--- config.mk ---
export PLATFORM = sky130hd
export DESIGN_NAME = midori64_round_key_seq_flat
export DESIGN_NICKNAME = d
export VERILOG_FILES = /design/src/rtl/midori64_round_key_seq_if.sv /design/src/rtl/midori64_round_key_seq.sv /design/src/flat_wrapper.sv
export SDC_FILE = /design/constraint.sdc
export NUM_CORES = 1
export LEC_CHECK = 0
export ABC_AREA = 1
export BUFFER_PORTS_ARGS = -buffer_cell sky130_fd_sc_hd__buf_2
export CAP_MARGIN = 20
export CORE_MARGIN = 1
export CORE_UTILIZATION = 54
export CTS_CLUSTER_DIAMETER = 60
export CTS_CLUSTER_SIZE = 20
export DETAILED_ROUTE_END_ITERATION = 12
export HOLD_SLACK_MARGIN = 0.06
export PLACE_DENSITY_LB_ADDON = 0.3
export SLEW_MARGIN = 5
export SYNTH_ARGS = -nofsm -noshare
export SYNTH_HDL_FRONTEND = slang
export SYNTH_SLANG_ARGS = --single-unit
--- constraint.sdc ---
create_clock -name clk -period 11.1 [get_ports clk]
set_input_delay 0.555 -clock clk [delete_from_list [all_inputs] [get_ports clk]]
set_output_delay 0.555 -clock clk [all_outputs]
set_load 0.02 [all_outputs]
--- src/rtl/midori64_round_key_seq_if.sv ---
// Key request / round-key stream bus of midori64_round_key_seq.
// master = key consumer side (drives start/key/ready), slave = the sequencer.
interface midori64_round_key_seq_if;
  localparam int unsigned KEY_W = 128;
  localparam int unsigned BLK_W = 64;
  localparam int unsigned IDX_W = 4;

  logic             start;
  logic             decrypt;
  logic [KEY_W-1:0] master_key;
  logic             rk_ready;
  logic [BLK_W-1:0] wk;
  logic [BLK_W-1:0] rk;
  logic [IDX_W-1:0] rk_idx;
  logic             rk_valid;
  logic             busy;
  logic             done;

  modport master (
    output start, decrypt, master_key, rk_ready,
    input  wk, rk, rk_idx, rk_valid, busy, done
  );

  modport slave (
    input  start, decrypt, master_key, rk_ready,
    output wk, rk, rk_idx, rk_valid, busy, done
  );
endinterface

--- src/rtl/midori64_round_key_seq.sv ---
// Midori64 round-key sequencer: latches a 128-bit key and streams 15 round keys.
// Reverse (decryption) order is built only when MIDORI64_DECRYPT_EN is defined.
module midori64_round_key_seq (
  input logic                      clk,
  input logic                      rst,
  midori64_round_key_seq_if.slave  bus
);
  localparam int unsigned BLK_W  = 64;
  localparam int unsigned IDX_W  = 4;
  localparam int unsigned BETA_W = 16;
  localparam logic [IDX_W-1:0] FIRST_IDX = IDX_W'(0);
  localparam logic [IDX_W-1:0] LAST_IDX  = IDX_W'(14);

  typedef enum logic [1:0] {IDLE, LOAD, EMIT, DONE} state_t;

  state_t             state;
  logic [BLK_W-1:0]   k0_q;
  logic [BLK_W-1:0]   k1_q;
  logic [BLK_W-1:0]   wk_q;
  logic [BLK_W-1:0]   rk_q;
  logic [IDX_W-1:0]   idx_q;
  logic               valid_q;
  logic               busy_q;
  logic               done_q;

  logic [IDX_W-1:0]   first_idx_c;
  logic [IDX_W-1:0]   next_idx_c;
  logic               last_c;
  logic [IDX_W-1:0]   sel_idx_c;
  logic [BLK_W-1:0]   rk_next_c;
  logic               accept_c;

  // Midori64 beta_i; MSB is the constant bit for cell 0 (most significant nibble).
  function automatic logic [BETA_W-1:0] beta(input logic [IDX_W-1:0] i);
    logic [BETA_W-1:0] b;
    case (i)
      4'd0:    b = 16'h15b3;
      4'd1:    b = 16'h78c0;
      4'd2:    b = 16'ha435;
      4'd3:    b = 16'h6213;
      4'd4:    b = 16'h104f;
      4'd5:    b = 16'hd170;
      4'd6:    b = 16'h0266;
      4'd7:    b = 16'h0bcc;
      4'd8:    b = 16'h9481;
      4'd9:    b = 16'h40b8;
      4'd10:   b = 16'h7197;
      4'd11:   b = 16'h228e;
      4'd12:   b = 16'h5130;
      4'd13:   b = 16'hf8ca;
      4'd14:   b = 16'hdf90;
      default: b = 16'h0000;
    endcase
    return b;
  endfunction

  // Constant bit j lands on the LSB of nibble j.
  function automatic logic [BLK_W-1:0] expand(input logic [BETA_W-1:0] b);
    logic [BLK_W-1:0] e;
    e = '0;
    for (int j = 0; j < 16; j++) begin
      e[4*j] = b[j];
    end
    return e;
  endfunction

`ifdef MIDORI64_DECRYPT_EN
  logic rev_q;

  assign first_idx_c = rev_q ? LAST_IDX : FIRST_IDX;
  assign next_idx_c  = rev_q ? (idx_q - IDX_W'(1)) : (idx_q + IDX_W'(1));
  assign last_c      = rev_q ? (idx_q == FIRST_IDX) : (idx_q == LAST_IDX);
`else
  logic unused_decrypt;

  assign unused_decrypt = bus.decrypt;
  assign first_idx_c    = FIRST_IDX;
  assign next_idx_c     = idx_q + IDX_W'(1);
  assign last_c         = (idx_q == LAST_IDX);
`endif

  // One shared ROM/expander: LOAD needs the first key, EMIT the next one.
  assign sel_idx_c = (state == LOAD) ? first_idx_c : next_idx_c;
  assign rk_next_c = (sel_idx_c[0] ? k1_q : k0_q) ^ expand(beta(sel_idx_c));
  assign accept_c  = valid_q & bus.rk_ready;

  always_ff @(posedge clk or posedge rst) begin
    if (rst) begin
      state   <= IDLE;
      k0_q    <= '0;
      k1_q    <= '0;
      wk_q    <= '0;
      rk_q    <= '0;
      idx_q   <= '0;
      valid_q <= 1'b0;
      busy_q  <= 1'b0;
      done_q  <= 1'b0;
`ifdef MIDORI64_DECRYPT_EN
      rev_q   <= 1'b0;
`endif
    end else begin
      done_q <= 1'b0;
      case (state)
        IDLE: begin
          if (bus.start) begin
            k0_q   <= bus.master_key[127:64];
            k1_q   <= bus.master_key[63:0];
            wk_q   <= bus.master_key[127:64] ^ bus.master_key[63:0];
            busy_q <= 1'b1;
`ifdef MIDORI64_DECRYPT_EN
            rev_q  <= bus.decrypt;
`endif
            state  <= LOAD;
          end
        end
        LOAD: begin
          idx_q   <= first_idx_c;
          rk_q    <= rk_next_c;
          valid_q <= 1'b1;
          state   <= EMIT;
        end
        EMIT: begin
          if (accept_c) begin
            if (last_c) begin
              valid_q <= 1'b0;
              busy_q  <= 1'b0;
              done_q  <= 1'b1;
              state   <= DONE;
            end else begin
              idx_q <= next_idx_c;
              rk_q  <= rk_next_c;
            end
          end
        end
        DONE: begin
          state <= IDLE;
        end
        default: begin
          state <= IDLE;
        end
      endcase
    end
  end

  assign bus.wk       = wk_q;
  assign bus.rk       = rk_q;
  assign bus.rk_idx   = idx_q;
  assign bus.rk_valid = valid_q;
  assign bus.busy     = busy_q;
  assign bus.done     = done_q;

endmodule

--- src/flat_wrapper.sv ---
// flat-port wrapper written by rule: the top's interface ports become plain ports
module midori64_round_key_seq_flat 
  (clk, rst, bus_start, bus_decrypt, bus_master_key, bus_rk_ready, bus_wk, bus_rk, bus_rk_idx, bus_rk_valid, bus_busy, bus_done);
  midori64_round_key_seq_if bus_i ();
  input logic clk;
  input logic rst;
  input wire logic [$bits(bus_i.start)-1:0] bus_start;
  input wire logic [$bits(bus_i.decrypt)-1:0] bus_decrypt;
  input wire logic [$bits(bus_i.master_key)-1:0] bus_master_key;
  input wire logic [$bits(bus_i.rk_ready)-1:0] bus_rk_ready;
  output wire logic [$bits(bus_i.wk)-1:0] bus_wk;
  output wire logic [$bits(bus_i.rk)-1:0] bus_rk;
  output wire logic [$bits(bus_i.rk_idx)-1:0] bus_rk_idx;
  output wire logic [$bits(bus_i.rk_valid)-1:0] bus_rk_valid;
  output wire logic [$bits(bus_i.busy)-1:0] bus_busy;
  output wire logic [$bits(bus_i.done)-1:0] bus_done;
  assign bus_i.start = bus_start;
  assign bus_i.decrypt = bus_decrypt;
  assign bus_i.master_key = bus_master_key;
  assign bus_i.rk_ready = bus_rk_ready;
  assign bus_wk = bus_i.wk;
  assign bus_rk = bus_i.rk;
  assign bus_rk_idx = bus_i.rk_idx;
  assign bus_rk_valid = bus_i.rk_valid;
  assign bus_busy = bus_i.busy;
  assign bus_done = bus_i.done;
  midori64_round_key_seq u_core (.clk(clk), .rst(rst), .bus(bus_i));
endmodule
-- After elaboration in Yosys (flattened, before gate mapping)
Memory sizes are Yosys's and may differ from the RTL's.
Cells that the tools add are included.
W data, S select, Z words.
- bits in writable memories: 0
- memories: 1
- ROM bits: 256
- bits in latches: 0
- logic and storage cells: 50
- flip-flop bits (word level): 265
- input port bits: 133
- memories (memory ; depth ; width ; read ports ; clocked after Yosys merged registers in ; wr ports ; RTL line ; text):
    (no name shown) ; 16 ; 16 ; 1 ; 0 ; 0 ; midori64_round_key_seq.sv:36 ; case (i)
- reductions and logical operators: 8
- bitwise logic cells: 3
- mux-type cells: 20
- $mul: 0
- add/sub/neg operators: 1
- divide/modulo/power cells: 0
- magnitude comparators: 0
- shift-type cells: 0
- equal/unequal tests: 8
- operators by type and width (cell ; number):
    $mux W64 ; 3
    $pmux W64 S2 ; 1
    $xor A64 B61 Y64 ; 1
    $xor A64 B64 Y64 ; 1
    $mux W4 ; 3
    $reduce_and A3 Y1 ; 3
    $pmux W2 S4 ; 1
    $pmux W4 S2 ; 1
    $mux W1 ; 6
    $mux W2 ; 3
    $add A4 B1 Y4 const B ; 1
    $eq A2 B2 Y1 const B ; 2
    $eq A4 B4 Y1 const B ; 1
    $ne A2 B1 Y1 const B ; 2
    $ne A2 B2 Y1 const B ; 2
    $pmux W1 S2 ; 2
    $reduce_and A4 Y1 ; 1
    $reduce_bool A2 Y1 ; 2
    $eq A2 B1 Y1 const B ; 1
    $logic_not A2 Y1 ; 1
    $reduce_and A2 Y1 ; 1
    $and A1 B1 Y1 ; 1

-- Depth between registers and ports, before layout
- word-level depth: 7
- mapped depth: 15

-- Worst setup path after synthesis
OpenSTA, ideal clock, no wires.
- path type: register to register
- start: reg u_core.idx_q[0], in the netlist u_core.bus.rk_idx[0]
- end: reg u_core.rk_q[20], in the netlist u_core.bus.rk[20]
- path slack: 8.778 ns
- required time: 10.983 ns
- arrival: 2.205 ns
- library setup time: 0.117 ns
- stages on the path, launching flop included: 13
- path through: dfrtp_1 -> inv_1 -> ha_1 -> nor2_1 -> inv_1 -> ha_1 -> nand4_1 -> nand2_1 -> nand2_1 -> nand2_1 -> nand2_1 -> nand3_1 -> nand2_1
- cells in the longest elaborated chain, start to end: 7
- RTL lines (what ; RTL line ; text):
    start: declaration ; midori64_round_key_seq.sv:21 ; logic [IDX_W-1:0] idx_q;
    start signal: assignment ; midori64_round_key_seq.sv:117 ; idx_q <= first_idx_c;
    start signal: assignment ; midori64_round_key_seq.sv:130 ; idx_q <= next_idx_c;
    $add A4 B1 Y4 ; midori64_round_key_seq.sv:78 ; assign next_idx_c = idx_q + IDX_W'(1);
    $mux W4 ; midori64_round_key_seq.sv:83 ; assign sel_idx_c = (state == LOAD) ? first_idx_c : next_idx_c;
    $mem_v2 Z16 W16 or $mux W64 (tied branches) ; -- ;
    $xor A64 B61 Y64 ; midori64_round_key_seq.sv:84 ; assign rk_next_c = (sel_idx_c[0] ? k1_q : k0_q) ^ expand(beta(sel_idx_c));
    $mux W64 ; midori64_round_key_seq.sv:124 ; if (last_c) begin
    $mux W64 ; midori64_round_key_seq.sv:123 ; if (accept_c) begin
    $pmux W64 S2 ; midori64_round_key_seq.sv:103 ; case (state)
    end signal: assignment ; midori64_round_key_seq.sv:118 ; rk_q <= rk_next_c;
    end signal: assignment ; midori64_round_key_seq.sv:131 ; rk_q <= rk_next_c;
    end: declaration ; midori64_round_key_seq.sv:20 ; logic [BLK_W-1:0] rk_q;
Parallel ways exist; a longest one is shown, timed or not. The select of a mux whose other input is x is not followed.
A chain may end at the register's enable or synchronous reset.

-- Worst setup path after layout
- start: reg u_core.state[1]
- end: reg u_core.wk_q[27], in the netlist u_core.bus.wk[27]
- cells in the longest elaborated chain, start to end: 2
- RTL lines (what ; RTL line ; text):
    start: declaration ; midori64_round_key_seq.sv:16 ; state_t state;
    start signal: assignment ; midori64_round_key_seq.sv:89 ; state <= IDLE;
    start signal: assignment ; midori64_round_key_seq.sv:113 ; state <= LOAD;
    start signal: assignment ; midori64_round_key_seq.sv:120 ; state <= EMIT;
    $logic_not A2 Y1 ; midori64_round_key_seq.sv:103 ;
    $reduce_and A2 Y1 (no source line) ; -- ;
    end signal: assignment ; midori64_round_key_seq.sv:108 ; wk_q <= bus.master_key[127:64] ^ bus.master_key[63:0];
    end: declaration ; midori64_round_key_seq.sv:19 ; logic [BLK_W-1:0] wk_q;
No other way between the ends.

==> run metrics <==
Seq/Total Area, Yosys=a little under three fifths; Design Power=approximately 4.6 mW; distinct cell type count after synthesis=28; setup TNS=0 ps; register-to-register setup slack=between 7000 and 8000 ps; clock root buffer=clkbuf_16; Fin. Hold Viols=0; Post-Synth Adder-Cell Area=under 10%; worst slew pin tran=about 970 ps; # DRC=0; Rows=53; CP max FO=~110; cts repair resizes=0; cts hold-fix bufs=0; min cycle time layout=3220 ps; io pins=about 270; largest family of logic cells by synthesized area=simple AND/OR/NAND/NOR gates; synthesized instance count=1390; DR WL/cell=about 15 µm; synthesized area per cell=roughly 8.4 µm²; Remaining Overflow, GRT=0; Net Sw Frac=between 40% and 50%; end of the worst hold path=u_core.k1_q[63]; number of global-route vias before repair=roughly 9400; Async S/R FF share, synth=100%; # diodes=0; Synth top area share=about 57%; RSZ-0062 raised after global routing=no; Worst VDD drop=0.000182 V; Syn Std Cell Area=between 0.01 and 0.015 mm²; hold path start=bus_master_key[63]; RR Endpoint=u_core.bus.wk[27]; via count=~10000; Synth Area in Compound Gates=8.26%; antenna violation net count after detailed routing=0; top post-synthesis cells by area=dfrtp_1 57%, nand2_1 21%, nand3_1 4.1%; Setup Skew=~15 ps; most common cell in the netlist=nand2_1; Final Max Slew Viols=0; Die ar.=between 0.02 and 0.025 mm²; leading post-synthesis cells by instance count=655 x nand2_1, 265 x dfrtp_1, 97 x nand3_1; clk buf depth=3; Initial DRT Pass Iterations=5; reg-to-reg startpoint=u_core.state[1]; initial core utilization=a little under three fifths; flops & latches, synth=around 270; crit end category=register; Setup Buffers After CTS=0; startpoint types=register; Comb power frac=approximately 47%; FMAX=between 300 and 400 MHz; post-synthesis mux area share=less than 1%; Placer Congestion=approximately 0.92; CTS Sinks=~270; # setup viols final=0; worst path required time=about 11000 ps; drt via density=between 5 and 6; max-capacitance violation count=0; xor/xnor share of the synthesized area=0.523%; CTS tree=done; status=finished, final reports clean; HPWL Detailed=about 19000 µm; reg2reg path depth=8; core box area=approximately 0.021 mm²; Top FF cell, synth=dfrtp_1; Post-synth EDFFs=0; Pleak=between 7 and 8 nW; Internal=between 2 and 3 mW; fin crit share=around 29%; first-pass GRT wire length=45500 µm; Psw=2.05 mW; Die X=about 150 µm; antenna violations before repair=0; synth warn=0; Slew Limit Headroom=35.5%; GRT Util Overall=between 20% and 30%; pin count of the biggest net entering global routing=between 100 and 150; hold depth=3; clk_lat worst skew=510 ps; post-synth top area cell=dfrtp_1; area grow syn2layout=17.7%; number of DRC markers in iteration 0=about 540; CTS buffer count=20; Synth Area in Simple Gates=between 20% and 30%; Die Span Y=149 µm; Final #Nets=~1800; Post-Route WL=about 28000 µm; Clk network pwr share=15.7%; Syn Nets=1537; PwrDens=approximately 330 mW/mm²; Reg clk slew, reported paths=around 80 ps; # H-tree levels=1; Flop pwr share=approximately 37%; Setup Crit Path Kind=reg2reg; post-layout util=65.2%; share of cells above drive strength 1=between 20% and 30%; Port Buffers=266; Hold WC Path Type=in2reg; critical path arrival=roughly 3600 ps
[layout by cell type, fill, tap and decap left out, drive strengths merged]
cell type and instances:
nand3b 1, o221ai 1, o21ai 34, mux2 6
nand3 97, a31oi 48, buf 275, xnor2 7
inv 50, clkinvlp 1, o22ai 2, clkinv 4
dfrtp 265, nor2 59, o211ai 56, ha 14
or2 8, a21oi 1, nand2 660, a2bb2oi 1
nand4 7, o21a 5, clkbuf 24
[worst max path at each step]
stage | end | start | slack [ps]
floorplan | u_core.bus.busy | rst | 3250
global placement | u_core.bus.wk[48] | u_core.state[1] | 7980
detailed placement | u_core.bus.wk[30] | u_core.state[0] | 7880
CTS | u_core.bus.wk[52] | u_core.state[1] | 7870
global route | u_core.bus.wk[40] | u_core.state[1] | 7560
finish | u_core.bus.wk[27] | u_core.state[1] | 7880
[power by group through the flow]
stage                     Clock, mW  Sequential, mW  Combinational (mW)
after floorplan                   0            1.97                1.27
after global placement            0            1.68                2.12
after detailed placement          0            1.70                2.18
after CTS                     0.735            1.69                2.19
after global routing          0.769            1.75                2.43
final                         0.719            1.69                2.16
[logic make-up (layout without fill, tap and decap cells)]
group                      Yosys count  after routing
muxes                                6              6
AOI/OAI and AO/OA                  148            148
DFF                                265            265
buffers and inverters              118            354
xor gates and xnor gates             7              7
and+or+nand+nor                    832            832
adders and majority gates           14             14
[cell type report]
class / count / area (µm²)
Tap cell: 275 / 344
Multi-Input combinational cell: 1007 / 4600
Inverter: 46 / 185
Timing Repair Buffer: 275 / 1400
Sequential cell: 265 / 6630
Clock inverter: 9 / 81.3
Fill cell: 1810 / 7360
Clock buffer: 24 / 547
[state kept, by name (all words and copies together) (netlist names)]
| name | flops |
|---|---|
| u_core.state | 2 |
| u_core.k1_q | 64 |
| u_core.bus.rk | 64 |
| u_core.bus.rk_idx | 4 |
| u_core.bus.busy | 1 |
| u_core.bus.rk_valid | 1 |
| u_core.bus.wk | 64 |
| u_core.k0_q | 64 |
| u_core.bus.done | 1 |
[through the flow]
| stage | cell area, µm² | hold WS (ps) | std cells | setup WS, ps |
|---|---|---|---|---|
| 4_1_cts | 13800 | 241 | 1901 | 7870 |
| 3_3_place_gp | 13200 | 457 | 1868 | 7980 |
| 5_1_grt | 13800 | 260 | 1901 | 7560 |
| 2_1_floorplan | 11700 | 441 | 1390 | 3250 |
| 6_report | 13800 | 265 | 1901 | 7880 |
| 3_5_place_dp | 13200 | 460 | 1868 | 7880 |
[worst max-delay path: stages (launching register included)]
cell	delay (ps)
dfrtp_1	390
inv_1	140
ha_1	250
nand2_4	350
inv_6	720
buf_4	720
nand2_1	210
nand3_1	120
o211ai_1	90
[layer usage]
layer | up-vias | routed length [µm] | track usage (%)
met5 | - | 0 | 0
met4 | 0 | 691 | 6.89
met3 | 50 | 1820 | 5.20
met2 | 265 | 13300 | 41.4
met1 | 4709 | 12200 | 34.3
li1 | 4939 | - | -
No activity file was read; power rests on OpenSTA's default activity.
